===== config.mk =====
export PLATFORM = sky130hd
export DESIGN_NAME = ssd_req_sequencer
export DESIGN_NICKNAME = d
export VERILOG_FILES = /design/src/rtl/ssd_req_pkg.sv /design/src/rtl/ssd_beat_passthru.sv /design/src/rtl/ssd_req_sequencer.sv
export SDC_FILE = /design/constraint.sdc
export NUM_CORES = 1
export LEC_CHECK = 0
export ABC_AREA = 1
export CAP_MARGIN = 5
export CELL_PAD_IN_SITES_DETAIL_PLACEMENT = 2
export CELL_PAD_IN_SITES_GLOBAL_PLACEMENT = 2
export CORE_UTILIZATION = 16
export DETAILED_ROUTE_END_ITERATION = 12
export GPL_ROUTABILITY_DRIVEN = 1
export GPL_TIMING_DRIVEN = 0
export PLACE_DENSITY = 0.76
export SLEW_MARGIN = 20
export SYNTH_ARGS = -nofsm -noshare
export SYNTH_HDL_FRONTEND = slang
export SYNTH_SLANG_ARGS = --single-unit

===== constraint.sdc =====
create_clock -name clk156 -period 2 [get_ports clk156]
set_clock_uncertainty 0.1 [all_clocks]
set_input_delay 0.4 -clock clk156 [delete_from_list [all_inputs] [get_ports clk156]]
set_output_delay 0.4 -clock clk156 [all_outputs]
set_load 0.005 [all_outputs]

===== src/rtl/ssd_req_pkg.sv =====
// rtl/ssd_req_pkg.sv - state encoding, command field layout and beat-count helper for ssd_req_sequencer
package ssd_req_pkg;

   localparam int ADDR_LSB = 0;
   localparam int LEN_LSB  = 32;
   localparam int LEN_W    = 13;
   localparam int CMD_W    = 45;

   typedef logic [2:0] fsm_state_t;

   localparam logic [2:0] ST_IDLE      = 3'd0;
   localparam logic [2:0] ST_RD_CMD    = 3'd1;
   localparam logic [2:0] ST_RD_DATA   = 3'd2;
   localparam logic [2:0] ST_WR_CMD    = 3'd3;
   localparam logic [2:0] ST_WR_DATA   = 3'd4;
   localparam logic [2:0] ST_GAP       = 3'd5;
   localparam logic [2:0] ST_WAIT_IDLE = 3'd6;

   // 64-bit beats: round the byte length up to whole beats
   function automatic logic [13:0] beat_count(input logic [LEN_W-1:0] len);
      return (14'(len) + 14'd7) >> 3;
   endfunction

endpackage


===== src/rtl/ssd_beat_passthru.sv =====
// rtl/ssd_beat_passthru.sv - counted valid/ready pass-through, open only while en is high
module ssd_beat_passthru #(
   parameter int DATA_W = 64,
   parameter int CNT_W  = 11
) (
   input  logic              clk,
   input  logic              rst,
   input  logic              en,
   input  logic              load,
   input  logic [CNT_W-1:0]  load_cnt,
   input  logic [DATA_W-1:0] s_data,
   input  logic              s_valid,
   output logic              s_ready,
   output logic [DATA_W-1:0] m_data,
   output logic              m_valid,
   input  logic              m_ready,
   output logic              last,
   output logic              done
);

   logic [CNT_W-1:0] cnt;
   logic             xfer;

   assign m_data  = s_data;
   assign m_valid = en & s_valid;
   assign s_ready = en & m_ready;
   assign xfer    = m_valid & m_ready;
   assign last    = en & (cnt == CNT_W'(1));
   // pulses on the handshake of the final beat
   assign done    = xfer & last;

   always_ff @(posedge clk) begin
      if (rst) begin
         cnt <= '0;
      end else if (load) begin
         cnt <= load_cnt;
      end else if (xfer && cnt != '0) begin
         cnt <= cnt - CNT_W'(1);
      end
   end

endmodule


===== src/rtl/ssd_req_sequencer.sv =====
// rtl/ssd_req_sequencer.sv - serialises read/write commands and their data beats towards ssd_mem_node
import ssd_req_pkg::*;

module ssd_req_sequencer #(
   parameter int IDLE_GAP   = 8,
   parameter int BEAT_CNT_W = 11
) (
   input  logic        clk156,
   input  logic        rst156,
   input  logic [44:0] s_rdCmd_data,
   input  logic        s_rdCmd_valid,
   output logic        s_rdCmd_ready,
   input  logic [44:0] s_wrCmd_data,
   input  logic        s_wrCmd_valid,
   output logic        s_wrCmd_ready,
   input  logic [63:0] s_wrData_data,
   input  logic        s_wrData_valid,
   output logic        s_wrData_ready,
   output logic [63:0] m_rdData_data,
   output logic        m_rdData_valid,
   input  logic        m_rdData_ready,
   output logic        m_rdData_last,
   output logic [44:0] cmd_dramRdData_data,
   output logic        cmd_dramRdData_valid,
   input  logic        cmd_dramRdData_ready,
   output logic [44:0] cmd_dramWrData_data,
   output logic        cmd_dramWrData_valid,
   input  logic        cmd_dramWrData_ready,
   output logic [63:0] dramWrData_data,
   output logic        dramWrData_valid,
   input  logic        dramWrData_ready,
   input  logic [63:0] dramRdData_data,
   input  logic        dramRdData_valid,
   output logic        dramRdData_ready,
   input  logic        link_initialized_clk156,
   input  logic        ncq_idle_clk156,
   output logic        busy,
   output logic [15:0] zero_len_cnt
);

   fsm_state_t            state;
   logic                  last_grant_wr;
   logic [CMD_W-1:0]      cmd_q;
   logic [15:0]           gap_cnt;
   logic                  can_grant;
   logic                  pick_rd;
   logic                  pick_wr;
   logic                  accept;
   logic [CMD_W-1:0]      grant_cmd;
   logic [LEN_W-1:0]      grant_len;
   logic [BEAT_CNT_W-1:0] grant_beats;
   logic                  rd_done;
   logic                  wr_last;
   logic                  wr_done;

   // new grants need a live link and an idle SSD side; reset masks the handshake
   assign can_grant     = !rst156 && (state == ST_IDLE) && link_initialized_clk156 && ncq_idle_clk156;
   assign pick_rd       = s_rdCmd_valid && (!s_wrCmd_valid || last_grant_wr);
   assign pick_wr       = s_wrCmd_valid && !pick_rd;
   assign s_rdCmd_ready = can_grant && pick_rd;
   assign s_wrCmd_ready = can_grant && pick_wr;
   assign accept        = s_rdCmd_ready || s_wrCmd_ready;
   assign grant_cmd     = pick_rd ? s_rdCmd_data : s_wrCmd_data;
   assign grant_len     = grant_cmd[LEN_LSB +: LEN_W];
   assign grant_beats   = BEAT_CNT_W'(beat_count(grant_len));

   assign cmd_dramRdData_data  = cmd_q;
   assign cmd_dramWrData_data  = cmd_q;
   assign cmd_dramRdData_valid = (state == ST_RD_CMD);
   assign cmd_dramWrData_valid = (state == ST_WR_CMD);
   assign busy                 = (state != ST_IDLE);

   always_ff @(posedge clk156) begin
      if (rst156) begin
         state         <= ST_IDLE;
         last_grant_wr <= 1'b1;
         cmd_q         <= '0;
         gap_cnt       <= '0;
         zero_len_cnt  <= '0;
      end else begin
         case (state)
            ST_IDLE: begin
               if (accept) begin
                  cmd_q         <= grant_cmd;
                  last_grant_wr <= pick_wr;
                  if (grant_len == '0) begin
                     if (zero_len_cnt != 16'hFFFF) zero_len_cnt <= zero_len_cnt + 16'd1;
                  end else begin
                     state <= pick_rd ? ST_RD_CMD : ST_WR_CMD;
                  end
               end
            end
            ST_RD_CMD:  if (cmd_dramRdData_ready) state <= ST_RD_DATA;
            ST_WR_CMD:  if (cmd_dramWrData_ready) state <= ST_WR_DATA;
            ST_RD_DATA: begin
               if (rd_done) begin
                  state   <= ST_GAP;
                  gap_cnt <= '0;
               end
            end
            ST_WR_DATA: begin
               if (wr_last && wr_done) begin
                  state   <= ST_GAP;
                  gap_cnt <= '0;
               end
            end
            ST_GAP: begin
               // let ncq_idle catch up through the node's clock crossing
               if (int'(gap_cnt) + 1 >= IDLE_GAP) state <= ST_WAIT_IDLE;
               else gap_cnt <= gap_cnt + 16'd1;
            end
            ST_WAIT_IDLE: if (ncq_idle_clk156) state <= ST_IDLE;
            default:      state <= ST_IDLE;
         endcase
      end
   end

   ssd_beat_passthru #(.DATA_W(64), .CNT_W(BEAT_CNT_W)) u_rd_pass (
      .clk      (clk156),
      .rst      (rst156),
      .en       (state == ST_RD_DATA),
      .load     (accept && pick_rd && grant_len != '0),
      .load_cnt (grant_beats),
      .s_data   (dramRdData_data),
      .s_valid  (dramRdData_valid),
      .s_ready  (dramRdData_ready),
      .m_data   (m_rdData_data),
      .m_valid  (m_rdData_valid),
      .m_ready  (m_rdData_ready),
      .last     (m_rdData_last),
      .done     (rd_done)
   );

   ssd_beat_passthru #(.DATA_W(64), .CNT_W(BEAT_CNT_W)) u_wr_pass (
      .clk      (clk156),
      .rst      (rst156),
      .en       (state == ST_WR_DATA),
      .load     (accept && pick_wr && grant_len != '0),
      .load_cnt (grant_beats),
      .s_data   (s_wrData_data),
      .s_valid  (s_wrData_valid),
      .s_ready  (s_wrData_ready),
      .m_data   (dramWrData_data),
      .m_valid  (dramWrData_valid),
      .m_ready  (dramWrData_ready),
      .last     (wr_last),
      .done     (wr_done)
   );

endmodule

# == Word-level counts from Yosys, hierarchy flattened ==
# Cells that the tools add are included.
# word_totals
reg_bits,103
output_inout_bits,244
wordCells,93
# op_classes
addsub,6
magnitude_cmp,1
n_eq_ne,18
muxes,19
bitwise_logic,10
n_reduce_logical,32
# ops
op,n
$mux 16,3
$pmux 16 s3,1
$mux 45,1
$mux 11,4
$add 16x1->16 const B,2
$mux 3,8
$eq 11x1->1 const B,2
$reduce_bool 11->1,2
$sub 11x1->11 const B,2
$pmux 3 s7,1
$add 16x1->17 const B,1
$ge 17x4->1 const B,1
$ne 16x16->1 const B,1
$add 13x3->14 const B,1
$logic_and 1x1->1,14
$ne 2x2->1 const B,7
$logic_not 13->1,1
$reduce_bool 13->1,1
$and 1x1->1,10
$eq 3x3->1 const B,3
$reduce_and 4->1,2
$reduce_and 8->1,1
$eq 3x2->1 const B,2
$reduce_bool 3->1,2
8 further kinds,13

# == Logic depth before layout (Yosys ltp) ==
# Gate-level depths: netlist of the first run.
# logic_depth
ltp_word,10
depth_mapped,18
ltp_nobuf,17

# == Hierarchy ==
# Synthesis of the first run repeated with hierarchy kept, for this count alone.
# unflattened
hier_cells,1129
area_unflattened_um2,7447.1
# modules_own_cells
module,instances,cells_each,area_each_um2,seq_area_each_um2
ssd_req_sequencer,1,721,4822.1,1621.6
ssd_beat_passthru,2,204,1312.5,220.2

# == Least setup slack after synthesis of the first run ==
# Ideal clock, no wire load.
# synth_timing
path_type,reg-to-reg
start,register zero_len_cnt[0]
end,register zero_len_cnt[7]
t_arrival_ps,1735
required_time_ps,1769
slack_ps,34
stages_incl_launch_ff,12
n_path_buf,1
cell_sequence,dfxtp_1 ha_1 inv_1 nor3_2 nand3_1 nor3_1 nand3_1 nand3_2 buf_2 nor2_1 nor2_1 nor3_2
# synth_between
elab_chain_cells,2
elab_cells_between_ends,3
# synth_rtl
item,line_no,source
"start, declared",ssd_req_sequencer.sv:38,output logic [15:0] zero_len_cnt
"start signal, assigned",ssd_req_sequencer.sv:87,if (zero_len_cnt != 16'hFFFF) zero_len_cnt <= zero_len_cnt + 16'd1;
branches (longest 2 deep; another with $add 16x1->16),--,
# Several ways; the timed one is not identified.
# A chain may end at the register's enable or synchronous reset.

# == Worst setup path after layout of the first run ==
# layout_timing
start,register last_grant_wr
end,output port s_wrCmd_ready
# layout_between
elab_chain_cells,5
# layout_rtl
item,line_no,source
"start, declared",ssd_req_sequencer.sv:42,logic last_grant_wr;
"start signal, assigned",ssd_req_sequencer.sv:85,last_grant_wr <= pick_wr;
$logic_or 1x1->1,ssd_req_sequencer.sv:58,assign pick_rd = s_rdCmd_valid && (!s_wrCmd_valid || last_grant_wr);
$logic_and 1x1->1,ssd_req_sequencer.sv:58,
$logic_not 1->1,ssd_req_sequencer.sv:59,assign pick_wr = s_wrCmd_valid && !pick_rd;
$logic_and 1x1->1,ssd_req_sequencer.sv:59,
$logic_and 1x1->1,ssd_req_sequencer.sv:61,assign s_wrCmd_ready = can_grant && pick_wr;
"end, declared",ssd_req_sequencer.sv:15,"output logic s_wrCmd_ready,"
# No other way between the ends.

==> flow_summary.ini, run 1 <==
[worst_setup_path]
reg2reg_depth = 14
crit_path_end_kind = primary output
cp.required_ns = 1.50
start_kind = flop
reg2reg_to = u_wr_pass.cnt[0]
r2r-start = last_grant_wr
arrival_ns = 1.71
r2r_slack_ns = -0.21
crit_type = reg2out
cp_max_fo = 5

[route]
ant_nets = 0
viasPerCell = 4.216
drtIter0Drc = 203
drtPass1Iterations = 4
wl_um = 39220
vias = 8892
routedWlPerCell_um = 18.60
drc = 0

[logic_synthesis]
synth_top_area_cell = dfxtp_1
avgSynthCellArea_um2 = 6.776
ys.warnings.count = 0
synth.cells.most_frequent = nand2_1, buf_4, dfxtp_1
ys_types = 44
synth_area_leaders = dfxtp_1, buf_4, nand2_1
ys_seq_area_share_pct = 29.15
synth_cells = 1044
ys.flop_type = dfxtp_1
synth_edf_count = 0
synth_fp_nets = 1280
ys_async_sr_fraction_pct = 0
netlist.area_leader.share_pct = 29.15
ys_ff_latch = 103
synth.most_common_cell = nand2_1
synth_area_um2 = 7074

[floorplanning]
die-area_um2 = 45060
core_area_um2 = 43360
start_util_pct = 16.31
placementRows = 76
ios = 474
dieHeight_um = 212.3
die_w_um = 212.3

[timing]
post-route-period-util_pct = 110.6
setup_violations = 89
fmax_mhz = 451.9
finalHoldViolCount = 0
timing.final.crit_period_ns = 2.213
slew_violations = 0
worst_pin_slew_ns = 0.9335
slew_headroom_pct = 37.77
whs_ns = 0.3273
layout_setup_ws_ns = -0.2129
grt_setup_unrepaired = yes

[pwr]
p_leak_nw = 5.885
peakVddDrop_v = 0.0004000
power.density_nw_per_um2 = 542.4
power_w = 0.007988

[global_route]
grt_antenna_before_repair = 1
grt_pass1_vias = 9444
grt_pass1_wl_um = 54720
grt_max_degree = 17
grt_overflow = 0
grt_util_all_layers_pct = 15.85

[placed_design]
routabilityCongestion = 0.8279
dp_hpwl_um = 26820
post_dp_cell_area_um2 = 11250
port_buffers = 344

[worst_hold_path]
hp-class = in2reg
holdPathStages = 2
holdCritStartpoint = rst156
hold_end = u_rd_pass.cnt[0]

[clock_tree]
cts_max_path_buffers = 2
cts_tree = yes
clkLatencyLatePin_ns = 0.37
cts_root_buf = clkbuf_16
clk_pin_slew_ns = 0.08
cts.sinks = 103
htree_levels = 3
cts_buffers = 9
ctsHoldBuffers = 0

[outcome]
violations = setup timing
status = finished, violations left

[job]
max_cap_violations = 0

[cells_and_area]
drive_gt1_share_pct = 44.25
utilization_pct = 33.96
nNetsFinal = 1755
final_area_um2 = 14730
area_delta_synth_final_pct = 108.2
==> layer usage <==
metal,global-route usage (%),up-vias,wire length (um)
li1,-,4182,-
met1,18.26,4412,15520
met2,28.97,269,21150
met3,3.855,29,1994
met4,4.093,0,554
met5,0,-,0
==> worst max path at each step <==
stage	start	end	slack (ns)	cells past startpoint
after floorplan	zero_len_cnt[0]	zero_len_cnt[7]	0.03	11
after global placement	s_wrCmd_valid	u_rd_pass.cnt[9]	-1.11	16
after detailed placement	s_wrCmd_valid	u_rd_pass.cnt[9]	-1.19	16
after CTS	last_grant_wr	zero_len_cnt[12]	-0.23	15
after global routing	last_grant_wr	u_rd_pass.cnt[9]	-0.34	14
final	last_grant_wr	s_wrCmd_ready	-0.21	9
==> report_power, final <==
part / leakage, nW / switching (W) / internal (W) / total, W
Combinational: 4.90 / 0.00174 / 0.00198 / 0.00372
Clock: 0.139 / 0.000914 / 0.000971 / 0.00188
Sequential: 0.846 / 0.000186 / 0.00220 / 0.00238
==> critical path, cell delays in order (launching register included) <==
cell,delay [ns]
dfxtp_2,0.33
inv_2,0.07
nand2_4,0.08
nand2_8,0.14
buf_12,0.16
inv_12,0.04
buf_4,0.12
buf_8,0.11
nor2_4,0.16
buf_6,0.12
==> registers in the layout, summed over array words and instances, names as in the netlist <==
name                 cells
last_grant_wr            1
state                    3
cmd_dramRdData_data     45
u_wr_pass.cnt           11
zero_len_cnt            16
u_rd_pass.cnt           11
gap_cnt                 16
==> repair_timing <==
item	in CTS	in global routing
gates resized for setup	365	268
buffers inserted	78	35
pin swaps	66	64
setup endpoints to repair	113	106
endpoints found under the hold margin	0	0
cloned	10	3
==> kinds of logic (layout without fill, tap and decap cells) <==
family | after synthesis | in the layout | share of synthesized area (%)
flip-flops | 103 | 103 | 29.15
AND/OR/NAND/NOR | 423 | 423 | 26.21
AO/OA/AOI/OAI | 181 | 181 | 14.45
XOR/XNOR | 24 | 24 | 2.971
buffers and inverters | 307 | 786 | 26.16
adder cells (fa/ha/maj) | 6 | 6 | 1.061
other | 0 | 1 | 0
==> cells in the final DEF, fill, tap and decap left out, types with 9 or more instances in the layout <==
master             n
a21oi_1           17
nand4_1           17
nand3_2           14
o21ai_4           19
dfxtp_1           83
a31oi_4           11
buf_12            14
nor3_1             9
nand3_4           11
nand2_4           23
inv_2             14
dfxtp_2            9
o21ai_1           15
dfxtp_4           11
buf_4            253
buf_6             23
a21oi_2           29
nor2_2            15
clkbuf_16         14
buf_8             13
nor2_4            21
nor3_2            21
o21ai_2           42
clkdlybuf4s50_1  330
nor2_1            39
clkbuf_1           9
nand3_1           24
inv_1             68
clkbuf_2          11
a31oi_1           24
xor2_1            13
nand2_2           43
nand2_1          162
==> per-stage QoR <==
step	setup slack (ns)	cells	setup TNS (ns)
5_1_grt	-0.3389	2109	-19.69
6_report	-0.2129	2109	-9.857
2_1_floorplan	0.03373	1044	0
4_1_cts	-0.2350	2075	-11.30
3_3_place_gp	-1.109	1973	-84.81
3_5_place_dp	-1.190	1973	-92.52
==> area by class of cell <==
type                            count  area, um^2
Tap cell                          585       732.0
Antenna cell                        1       2.502
Multi-Input combinational cell    634        4772
Inverter                           99       456.7
Fill cell                        4839       28640
Clock buffer                       10       229.0
Sequential cell                   103        2115
Timing Repair Buffer              468        4732
Clock inverter                      5       60.06
Buffer                            204        1627
No activity file was read; power rests on OpenSTA's default activity.
==> inputs of run 2 (changes only) <==
--- a/config.mk
+++ b/config.mk
@@ -6,7 +6,6 @@
 export NUM_CORES = 1
 export LEC_CHECK = 0
 export ABC_AREA = 1
-export CAP_MARGIN = 5
 export CELL_PAD_IN_SITES_DETAIL_PLACEMENT = 2
 export CELL_PAD_IN_SITES_GLOBAL_PLACEMENT = 2
 export CORE_UTILIZATION = 16
==> results of run 2 <==
No change in the layout: final DEF, timing and power equal those of run 1.
==> inputs of run 3 (changes only) <==
--- a/config.mk
+++ b/config.mk
@@ -13,6 +13,7 @@
 export GPL_ROUTABILITY_DRIVEN = 1
 export GPL_TIMING_DRIVEN = 0
 export PLACE_DENSITY = 0.76
+export SKIP_CTS_REPAIR_TIMING = 1
 export SLEW_MARGIN = 20
 export SYNTH_ARGS = -nofsm -noshare
 export SYNTH_HDL_FRONTEND = slang
==> run 3 against run 2 <==
Against the previous run: the run still ends with setup timing left; global-route usage is 1.8 points lower; combinational power is 14% lower; sequential power hardly changed; highest routed layer unchanged; first-iteration DRC count is 8.4% higher; largest cell class unchanged; fmax is 1.6% lower; via count is 4.9% lower; count of clock-buffer cells in the layout stayed put.
==> flow_summary.ini, run 3 (synthesis results as in run 1) <==
[worst_setup_path]
path_common_cell = nand2_2
crit_chain = nand2_2, nor2_1, nand2_1, o21ai_0, nand3_1, nor2_2, nand3_1, nand2_2, nand2_2, nor2_4, clkbuf_16, nor3_1
crit_buf_inv = 1
crit_slowest_cell = dfxtp_1
arrival_ns = 2.38
cp_max_fo = 5
r2r_slack_ns = -0.25
cp.required_ns = 2.13
crit_path_end_kind = flop
start_kind = flop
path_delay_family = simple AND/OR/NAND/NOR gates
crit_type = reg2reg
critPathMaxStageDelay_ns = 0.40

[global_route]
grt_util_met1_pct = 16.60
grt_overflow = 0
use_met3_pct = 3.530
gr-usage-met2_pct = 25.37
grt_max_degree = 17
grt_pass1_wl_um = 48590
grt_pass1_vias = 8664
busiest_layer = met2
grt_antenna_before_repair = 2
grt_util_all_layers_pct = 14.03

[clock_tree]
cts_tree = yes
cts_buffers = 9
clk_pin_slew_ns = 0.08
cts_max_path_buffers = 2
cts_root_buf = clkbuf_16
cts.sinks = 103
htree_levels = 3
clkLatencyLatePin_ns = 0.37

[timing]
worst_pin_slew_ns = 0.7899
slew_headroom_pct = 47.34
timing.final.crit_period_ns = 2.249
grt_setup_unrepaired = yes
layout_setup_ws_ns = -0.2487
fmax_mhz = 444.7
slew_violations = 0
finalHoldViolCount = 0
post-route-period-util_pct = 112.4
setup_violations = 97

[job]
max_cap_violations = 0

[cells_and_area]
drive_gt1_share_pct = 32.13
area_delta_synth_final_pct = 89.49
fill_cells = 4940
utilization_pct = 30.92
seq_area_um2 = 2100
nNetsFinal = 1704
final_cell_mix = clkdlybuf4s50_1, buf_4, nand2_1, dfxtp_1, inv_1
largest_reg_flops = 45
final_common_cell = clkdlybuf4s50_1
multi_input_comb_area_um2 = 3953

[floorplanning]
die_w_um = 212.3
placementRows = 76
ios = 474
core_area_um2 = 43360
dieHeight_um = 212.3
start_util_pct = 16.31
die-area_um2 = 45060

[placed_design]
routabilityCongestion = 0.8279
dp_hpwl_um = 26820
port_buffers = 344

[route]
viasPerCell = 4.110
drc = 0
vias = 8459
drtPass1Iterations = 4
drtIter0Drc = 220
routedWlPerCell_um = 17.25
ant_nets = 0
wl_um = 35500

[pwr]
sw_frac_of_total_pct = 33.55
clkPwrFrac_pct = 25.0
power_w = 0.007447
peakVddDrop_v = 0.0003940
p_leak_nw = 5.669
internal_power_w = 0.004948
p_comb_share_pct = 43.0
power.density_nw_per_um2 = 555.5
power_frac_seq_pct = 31.9
p_switching_w = 0.002498

[outcome]
status = finished, violations left
violations = setup timing

[worst_hold_path]
hp-class = in2reg
-- run 3: cell types whose count changed in the layout (fill, tap and decap cells not counted), moves of 15 or more --
cell and delta:
nand2_1 +30, buf_4 -31, o21ai_0 +27, a21oi_1 +16, o21ai_2 -29, a21oi_2 -15, nand2_2 -18
-- run 3: per-stage QoR --
step | worst slack [ns] | hold slack (ns) | area, um^2 | cells | setup TNS [ns]
5_1_grt | -0.4582 | 0.3222 | 13410 | 2058 | -23.58
4_1_cts | -1.044 | 0.3879 | 11540 | 1988 | -61.66
2_1_floorplan | 0.03373 | 0.3503 | 7074 | 1044 | 0
6_report | -0.2487 | 0.3071 | 13410 | 2058 | -10.39
3_3_place_gp | -1.109 | 0.3738 | 11250 | 1973 | -84.81
3_5_place_dp | -1.190 | 0.3777 | 11250 | 1973 | -92.52
-- run 3: cell type report --
class | count | share of cell area [%]
Timing Repair Buffer | 414 | 31.86
Multi-Input combinational cell | 634 | 29.48
Sequential cell | 103 | 15.66
Buffer | 207 | 12.07
Tap cell | 585 | 5.460
Inverter | 99 | 3.295
Clock buffer | 10 | 1.708
Clock inverter | 5 | 0.4480
Antenna cell | 1 | 0.01867
-- run 3: final timing paths --
path / from / endpoint / depth (start not counted)
worst max register to register: gap_cnt[8] / gap_cnt[6] / 12
worst min register to register: gap_cnt[0] / gap_cnt[0] / 1
worst min-delay path: rst156 / u_rd_pass.cnt[0] / 2
worst max-delay path: gap_cnt[8] / gap_cnt[6] / 12
-- run 3: power by group through the flow --
stage          clock [W]  combinational [W]  sequential (W)
2_1_floorplan          0            0.00126         0.00233
3_3_place_gp           0            0.00246         0.00237
3_5_place_dp           0            0.00254         0.00238
4_1_cts          0.00192            0.00255         0.00233
5_1_grt          0.00201            0.00347         0.00240
6_report         0.00187            0.00321         0.00238
-- run 3: metal layers --
layer | vias up | routed length [um]
met2 | 255 | 18690
met4 | 0 | 296
li1 | 4068 | -
met3 | 19 | 1855
met5 | - | 0
met1 | 4117 | 14660
